==> src/rtl/sram_if_pkg.sv <==
// Shared constants for logic that drives a sram1024x18 macro port.
//   SRAM_ADDR_W / SRAM_DATA_W : geometry of the macro
//   CEN_IDLE / WEN_IDLE / WMSK_IDLE : pin levels that leave the macro untouched
//   REQ_RD / REQ_WR : encoding of the req_we request-type bit
package sram_if_pkg;

    localparam int SRAM_ADDR_W = 10;
    localparam int SRAM_DATA_W = 18;

    localparam logic                   CEN_IDLE  = 1'b1;
    localparam logic                   WEN_IDLE  = 1'b1;
    localparam logic [SRAM_DATA_W-1:0] WMSK_IDLE = '1;

    localparam logic REQ_RD = 1'b0;
    localparam logic REQ_WR = 1'b1;

endpackage

==> src/rtl/sram_rsp_fifo.sv <==
// Synchronous response FIFO holding read data until the consumer takes it.
// Ports:
//   clk, rst            clock, asynchronous active-high reset (empties the FIFO)
//   push, push_data     write one entry (caller guarantees not full)
//   pop                 remove the head entry (caller guarantees not empty)
//   pop_data            head entry; stable until the next pop
//   full, empty         occupancy flags
module sram_rsp_fifo #(
    parameter int DEPTH = 4,
    parameter int WIDTH = 18
) (
    input  logic             clk,
    input  logic             rst,
    input  logic             push,
    input  logic [WIDTH-1:0] push_data,
    input  logic             pop,
    output logic [WIDTH-1:0] pop_data,
    output logic             full,
    output logic             empty
);

    localparam int PTR_W = $clog2(DEPTH);
    localparam int CNT_W = $clog2(DEPTH + 1);

    logic [WIDTH-1:0] mem [DEPTH];
    logic [PTR_W-1:0] wr_ptr;
    logic [PTR_W-1:0] rd_ptr;
    logic [CNT_W-1:0] count;

    // NOTE: the storage array has no reset; only pointers and count do. Entries are
    // never read before being written, and an unreset array maps to plain RAM cells.
    // NOTE: sequential state uses non-blocking (<=) so every flop samples pre-edge values.
    always_ff @(posedge clk) begin
        if (push) begin
            mem[wr_ptr] <= push_data;
        end
    end

    // Pointers wrap naturally because DEPTH is a power of two.
    always_ff @(posedge clk or posedge rst) begin
        if (rst) begin
            wr_ptr <= '0;
            rd_ptr <= '0;
            count  <= '0;
        end else begin
            if (push) begin
                wr_ptr <= wr_ptr + PTR_W'(1);
            end
            if (pop) begin
                rd_ptr <= rd_ptr + PTR_W'(1);
            end
            case ({push, pop})
                2'b10:   count <= count + CNT_W'(1);
                2'b01:   count <= count - CNT_W'(1);
                default: ;
            endcase
        end
    end

    assign pop_data = mem[rd_ptr];
    assign full     = (count == CNT_W'(DEPTH));
    assign empty    = (count == '0);

    a_no_pop_empty: assert property (@(posedge clk) disable iff (rst) !(pop && empty));

endmodule

==> src/rtl/sram1024x18_initiator.sv <==
// Drives one port of a sram1024x18 dual-port macro from a valid/ready request stream
// and returns read data as an in-order, credit-limited response stream.
// Ports:
//   clk, rst                        clock (shared with the SRAM port), async active-high reset
//   req_valid/req_ready             request handshake
//   req_we, req_addr                1 = write / 0 = read, word address
//   req_wdata, req_wmask            write data, active-high per-bit write enable
//   rsp_valid/rsp_ready, rsp_rdata  read response handshake and data, request order
//   sram_cen, sram_wen, sram_wmsk   active-low macro controls (registered)
//   sram_addr, sram_wdata           macro address / write data (registered)
//   sram_rdata                      macro read data, valid the edge after the read is sampled
module sram1024x18_initiator
    import sram_if_pkg::*;
#(
    parameter int ADDR_WIDTH = SRAM_ADDR_W,
    parameter int DATA_WIDTH = SRAM_DATA_W,
    parameter int RSP_DEPTH  = 4
) (
    input  logic                  clk,
    input  logic                  rst,
    input  logic                  req_valid,
    output logic                  req_ready,
    input  logic                  req_we,
    input  logic [ADDR_WIDTH-1:0] req_addr,
    input  logic [DATA_WIDTH-1:0] req_wdata,
    input  logic [DATA_WIDTH-1:0] req_wmask,
    output logic                  rsp_valid,
    input  logic                  rsp_ready,
    output logic [DATA_WIDTH-1:0] rsp_rdata,
    output logic                  sram_cen,
    output logic                  sram_wen,
    output logic [ADDR_WIDTH-1:0] sram_addr,
    output logic [DATA_WIDTH-1:0] sram_wmsk,
    output logic [DATA_WIDTH-1:0] sram_wdata,
    input  logic [DATA_WIDTH-1:0] sram_rdata
);

    localparam int                    CNT_W    = $clog2(RSP_DEPTH + 1);
    localparam logic [DATA_WIDTH-1:0] WMSK_OFF = {DATA_WIDTH{WMSK_IDLE[0]}};

    logic             accept;
    logic             rd_accept;
    logic             rsp_pop;
    logic             rd_pend;
    logic             fifo_full;
    logic             fifo_empty;
    logic [CNT_W-1:0] out_cnt;

    // Credit check only: one read credit per FIFO slot, writes share the same gate so
    // req_ready never depends on the incoming request.
    assign req_ready = (out_cnt != CNT_W'(RSP_DEPTH));
    assign accept    = req_valid && req_ready;
    assign rd_accept = accept && (req_we == REQ_RD);
    assign rsp_pop   = rsp_valid && rsp_ready;

    // Outstanding reads: accepted but not yet consumed. A read in the pin stage or
    // in flight already owns its FIFO slot, so a push can never find the FIFO full.
    always_ff @(posedge clk or posedge rst) begin
        if (rst) begin
            out_cnt <= '0;
        end else begin
            case ({rd_accept, rsp_pop})
                2'b10:   out_cnt <= out_cnt + CNT_W'(1);
                2'b01:   out_cnt <= out_cnt - CNT_W'(1);
                default: ;
            endcase
        end
    end

    // Pin stage: one registered cycle per request. Address and write data hold when
    // idle or on reads so the macro inputs toggle only when they carry new information.
    always_ff @(posedge clk or posedge rst) begin
        if (rst) begin
            sram_cen   <= CEN_IDLE;
            sram_wen   <= WEN_IDLE;
            sram_wmsk  <= WMSK_OFF;
            sram_addr  <= '0;
            sram_wdata <= '0;
        end else begin
            sram_cen  <= CEN_IDLE;
            sram_wen  <= WEN_IDLE;
            sram_wmsk <= WMSK_OFF;
            if (accept) begin
                sram_cen  <= ~CEN_IDLE;
                sram_addr <= req_addr;
                if (req_we == REQ_WR) begin
                    sram_wen   <= ~WEN_IDLE;
                    sram_wmsk  <= ~req_wmask;
                    sram_wdata <= req_wdata;
                end
            end
        end
    end

    // The macro samples the pins at the next edge; rd_pend marks that a read was
    // sampled there, so sram_rdata holds its result on the edge after.
    always_ff @(posedge clk or posedge rst) begin
        if (rst) begin
            rd_pend <= 1'b0;
        end else begin
            rd_pend <= (sram_cen != CEN_IDLE) && (sram_wen == WEN_IDLE);
        end
    end

    sram_rsp_fifo #(
        .DEPTH (RSP_DEPTH),
        .WIDTH (DATA_WIDTH)
    ) u_rsp_fifo (
        .clk       (clk),
        .rst       (rst),
        .push      (rd_pend),
        .push_data (sram_rdata),
        .pop       (rsp_pop),
        .pop_data  (rsp_rdata),
        .full      (fifo_full),
        .empty     (fifo_empty)
    );

    assign rsp_valid = !fifo_empty;

    a_no_push_full: assert property (@(posedge clk) disable iff (rst) !(rd_pend && fifo_full));

endmodule

==> config.mk <==
export PLATFORM = sky130hd
export DESIGN_NAME = sram1024x18_initiator
export DESIGN_NICKNAME = d
export VERILOG_FILES = /design/src/rtl/sram_if_pkg.sv /design/src/rtl/sram_rsp_fifo.sv /design/src/rtl/sram1024x18_initiator.sv
export SDC_FILE = /design/constraint.sdc
export NUM_CORES = 1
export LEC_CHECK = 0
export CAP_MARGIN = 20
export CORE_MARGIN = 4
export CORE_UTILIZATION = 43
export DETAILED_ROUTE_END_ITERATION = 6
export PLACE_DENSITY = 0.76
export SLEW_MARGIN = 25
export SYNTH_ARGS = -nofsm -noshare
export SYNTH_HDL_FRONTEND = slang
export SYNTH_HIERARCHICAL = 1
export SYNTH_SLANG_ARGS = --single-unit
export TNS_END_PERCENT = 10
==> constraint.sdc <==
create_clock -name clk -period 2.25 [get_ports clk]
set_input_delay 0.45 -clock clk [delete_from_list [all_inputs] [get_ports clk]]
set_output_delay 0.45 -clock clk [all_outputs]
set_load 0.01 [all_outputs]
==> results by group <==
Status
  • Status: completed

Routing
  • Wire per inst: 18.0 um
  • 1st-pass router iterations: 4
  • DRC: 0
  • Vias: 2714
  • 1st-iter DRT viols: 91
  • Drt via density: 4.81
  • Post-route antenna net violation count: 0
  • WL final: 10200 um

Floorplan
  • Core Area: 11000 um^2
  • Num ports: 137
  • Die width: 115 um
  • DIE HEIGHT: 115 um
  • Starting Density: 44.7%
  • Std cell rows: 38
  • Die area: 13200 um^2

GRT
  • Largest net degree at the start of global routing: 53
  • GRT Residual Overflow: 0
  • Number of global-route vias before repair: 3083
  • Initial antenna violation count: 0
  • GRT Util Overall: 16.7%
  • Global-route wire length before repair: 16200 um

Cells and area
  • Final instance area: 7080 um^2
  • Synthesis-to-finish area growth: 44.2%
  • Fillers: 764
  • Layout cells sized above 1: 28.1%
  • Fin util: 64.5%
  • Nets@finish: 488
  • Antenna Cells: 0

Critical path
  • Crit path DAT: 1.75 ns
  • Worst path bufs/invs: 2
  • Crit path max fanout: 5
  • Worst Path Required: 1.80 ns
  • Crit start category: flip-flop
  • Critical Path Stages: 3
  • R2r worst-path depth: 8
  • CP Capture Type: output port
  • Type of the worst setup path: reg -> out
  • Worst path top cell family by delay: multiplexers
  • Max incr delay on CP: 0.51 ns
  • Worst-path cell chain: buf_6 -> mux4_2 -> clkdlybuf4s15_1
  • Crit-path slowest cell: mux4_2

Placement
  • # port buffers: 136
  • Placed instance area: 6520 um^2
  • Post-DP HPWL: 7060 um
  • RD Place Congestion: 0.805

Clocking
  • CTS tree: built
  • Worst-Skew Late Latency: 0.41 ns
  • Root Driver: clkbuf_16
  • Hold Buf Count CTS: 0
  • Maximum clock path buffer count: 2
  • H-tree depth: 4
  • Num CTS Buffers: 17
  • Clock sink count: 131
  • CTS clock-pin slew for the worst setup and hold paths: 0.06 ns

Timing
  • Slew HR: 71.6%
  • F_max: 455 MHz
  • Fin. Hold Viols: 0
  • Fin Hold WS: 0.357 ns
  • Max-slew violations: 0
  • Final worst-path cycle share: 97.7%
  • Layout Skew: 0.00515 ns
  • Tightest Pin Transition: 0.426 ns
  • RSZ-0062 raised after global routing: yes
  • Min Tclk post-route: 2.20 ns
  • Final setup fails: 0

Synth
  • Syn Inst Count: 249
  • Yosys Warn Count: 6
  • Syn_area_per_cell: 19.7 um^2
  • Mapped Area: 4910 um^2
  • Syn nets: 326

Power
  • IR drop worst, VDD: 0.563 mV
  • PD cells: 1220 nW/um^2
  • LEAKAGE: 2.72 nW

Job
  • Max-capacitance violation count: 0

Worst hold path
  • Hold Crit Class: in -> async
==> registers in the layout, summed over array words and instances (netlist names) <==
signal             cells
u_rsp_fifo/wr_ptr      2
sram_cen               1
out_cnt                3
u_rsp_fifo/count       3
sram_wdata            18
sram_wen               1
sram_addr             10
u_rsp_fifo/mem        72
rd_pend                1
sram_wmsk             18
u_rsp_fifo/rd_ptr      2
==> timing repair <==
action                     in CTS  in global routing
buffers inserted                2                  0
setup endpoints to repair      18                 11
resized for setup              64                 13
gates cloned                    1                  0
pin swaps                       0                  0
==> cell usage in the layout, fill, tap and decap left out, types with 6 or more instances in the layout <==
cell type and n:
buf_6 10, mux4_2 18, dfstp_2 20, mux2_2 7, edfxtp_1 72, buf_4 10, clkdlybuf4s50_1 117, nand2_1 21
buf_2 8, mux2_1 12, ha_1 6, dfrtp_1 39, clkbuf_16 17, mux2_4 10, inv_1 8
==> report_power, final <==
group / switching (mW) / leakage (nW) / internal [mW] / total [mW]
sequential: 0.260 / 1.33 / 3.11 / 3.37
clock: 0.973 / 0.277 / 1.62 / 2.59
combinational: 1.12 / 1.12 / 1.56 / 2.68
==> worst paths after layout <==
path / startpoint / slack (ns) / to
max in group asynchronous: rst / 1.52 / sram_wmsk[7]$_DFF_PP1_
max: u_rsp_fifo/rd_ptr[0]$_DFFE_PP0P_ / 0.05 / rsp_rdata[7]
min in group clk: out_cnt[2]$_DFFE_PP0P_ / 0.47 / out_cnt[2]$_DFFE_PP0P_
max reg2reg: u_rsp_fifo/count[0]$_DFFE_PP0P_ / 0.20 / out_cnt[2]$_DFFE_PP0P_
min reg2reg: out_cnt[2]$_DFFE_PP0P_ / 0.47 / out_cnt[2]$_DFFE_PP0P_
min: rst / 0.36 / u_rsp_fifo/rd_ptr[1]$_DFFE_PP0P_
==> area by class of cell <==
cell class	count	area, um^2	area share [%]
clock buffers	18	429	6.06
clock inverters	14	138	1.94
inverters	10	37.5	0.530
multi-input cells	99	1140	16.0
flip-flops and latches	131	3660	51.7
well taps	140	175	2.47
repair buffers	152	1500	21.2
==> through the flow <==
step | worst slack (ns) | TNS (ns) | power, mW | cells
6_report | 0.0514 | 0 | 8.64 | 564
5_1_grt | -0.0107 | -0.0426 | 9.11 | 564
4_1_cts | -0.0404 | -0.228 | 8.72 | 565
3_5_place_dp | -0.122 | -0.312 | 6.16 | 530
3_3_place_gp | -0.0920 | -0.135 | 6.07 | 530
2_1_floorplan | 0.0108 | 0 | 4.77 | 249
==> layer usage <==
metal / share of wire, % / track usage, % / wire, um
met1: 39 / 19.0 / 3920
met2: 47 / 25.2 / 4760
met3: 13 / 11.3 / 1360
met4: 1.2 / 6.10 / 125
met5: 0 / 0 / 0
No activity file was read; power rests on OpenSTA's default activity.
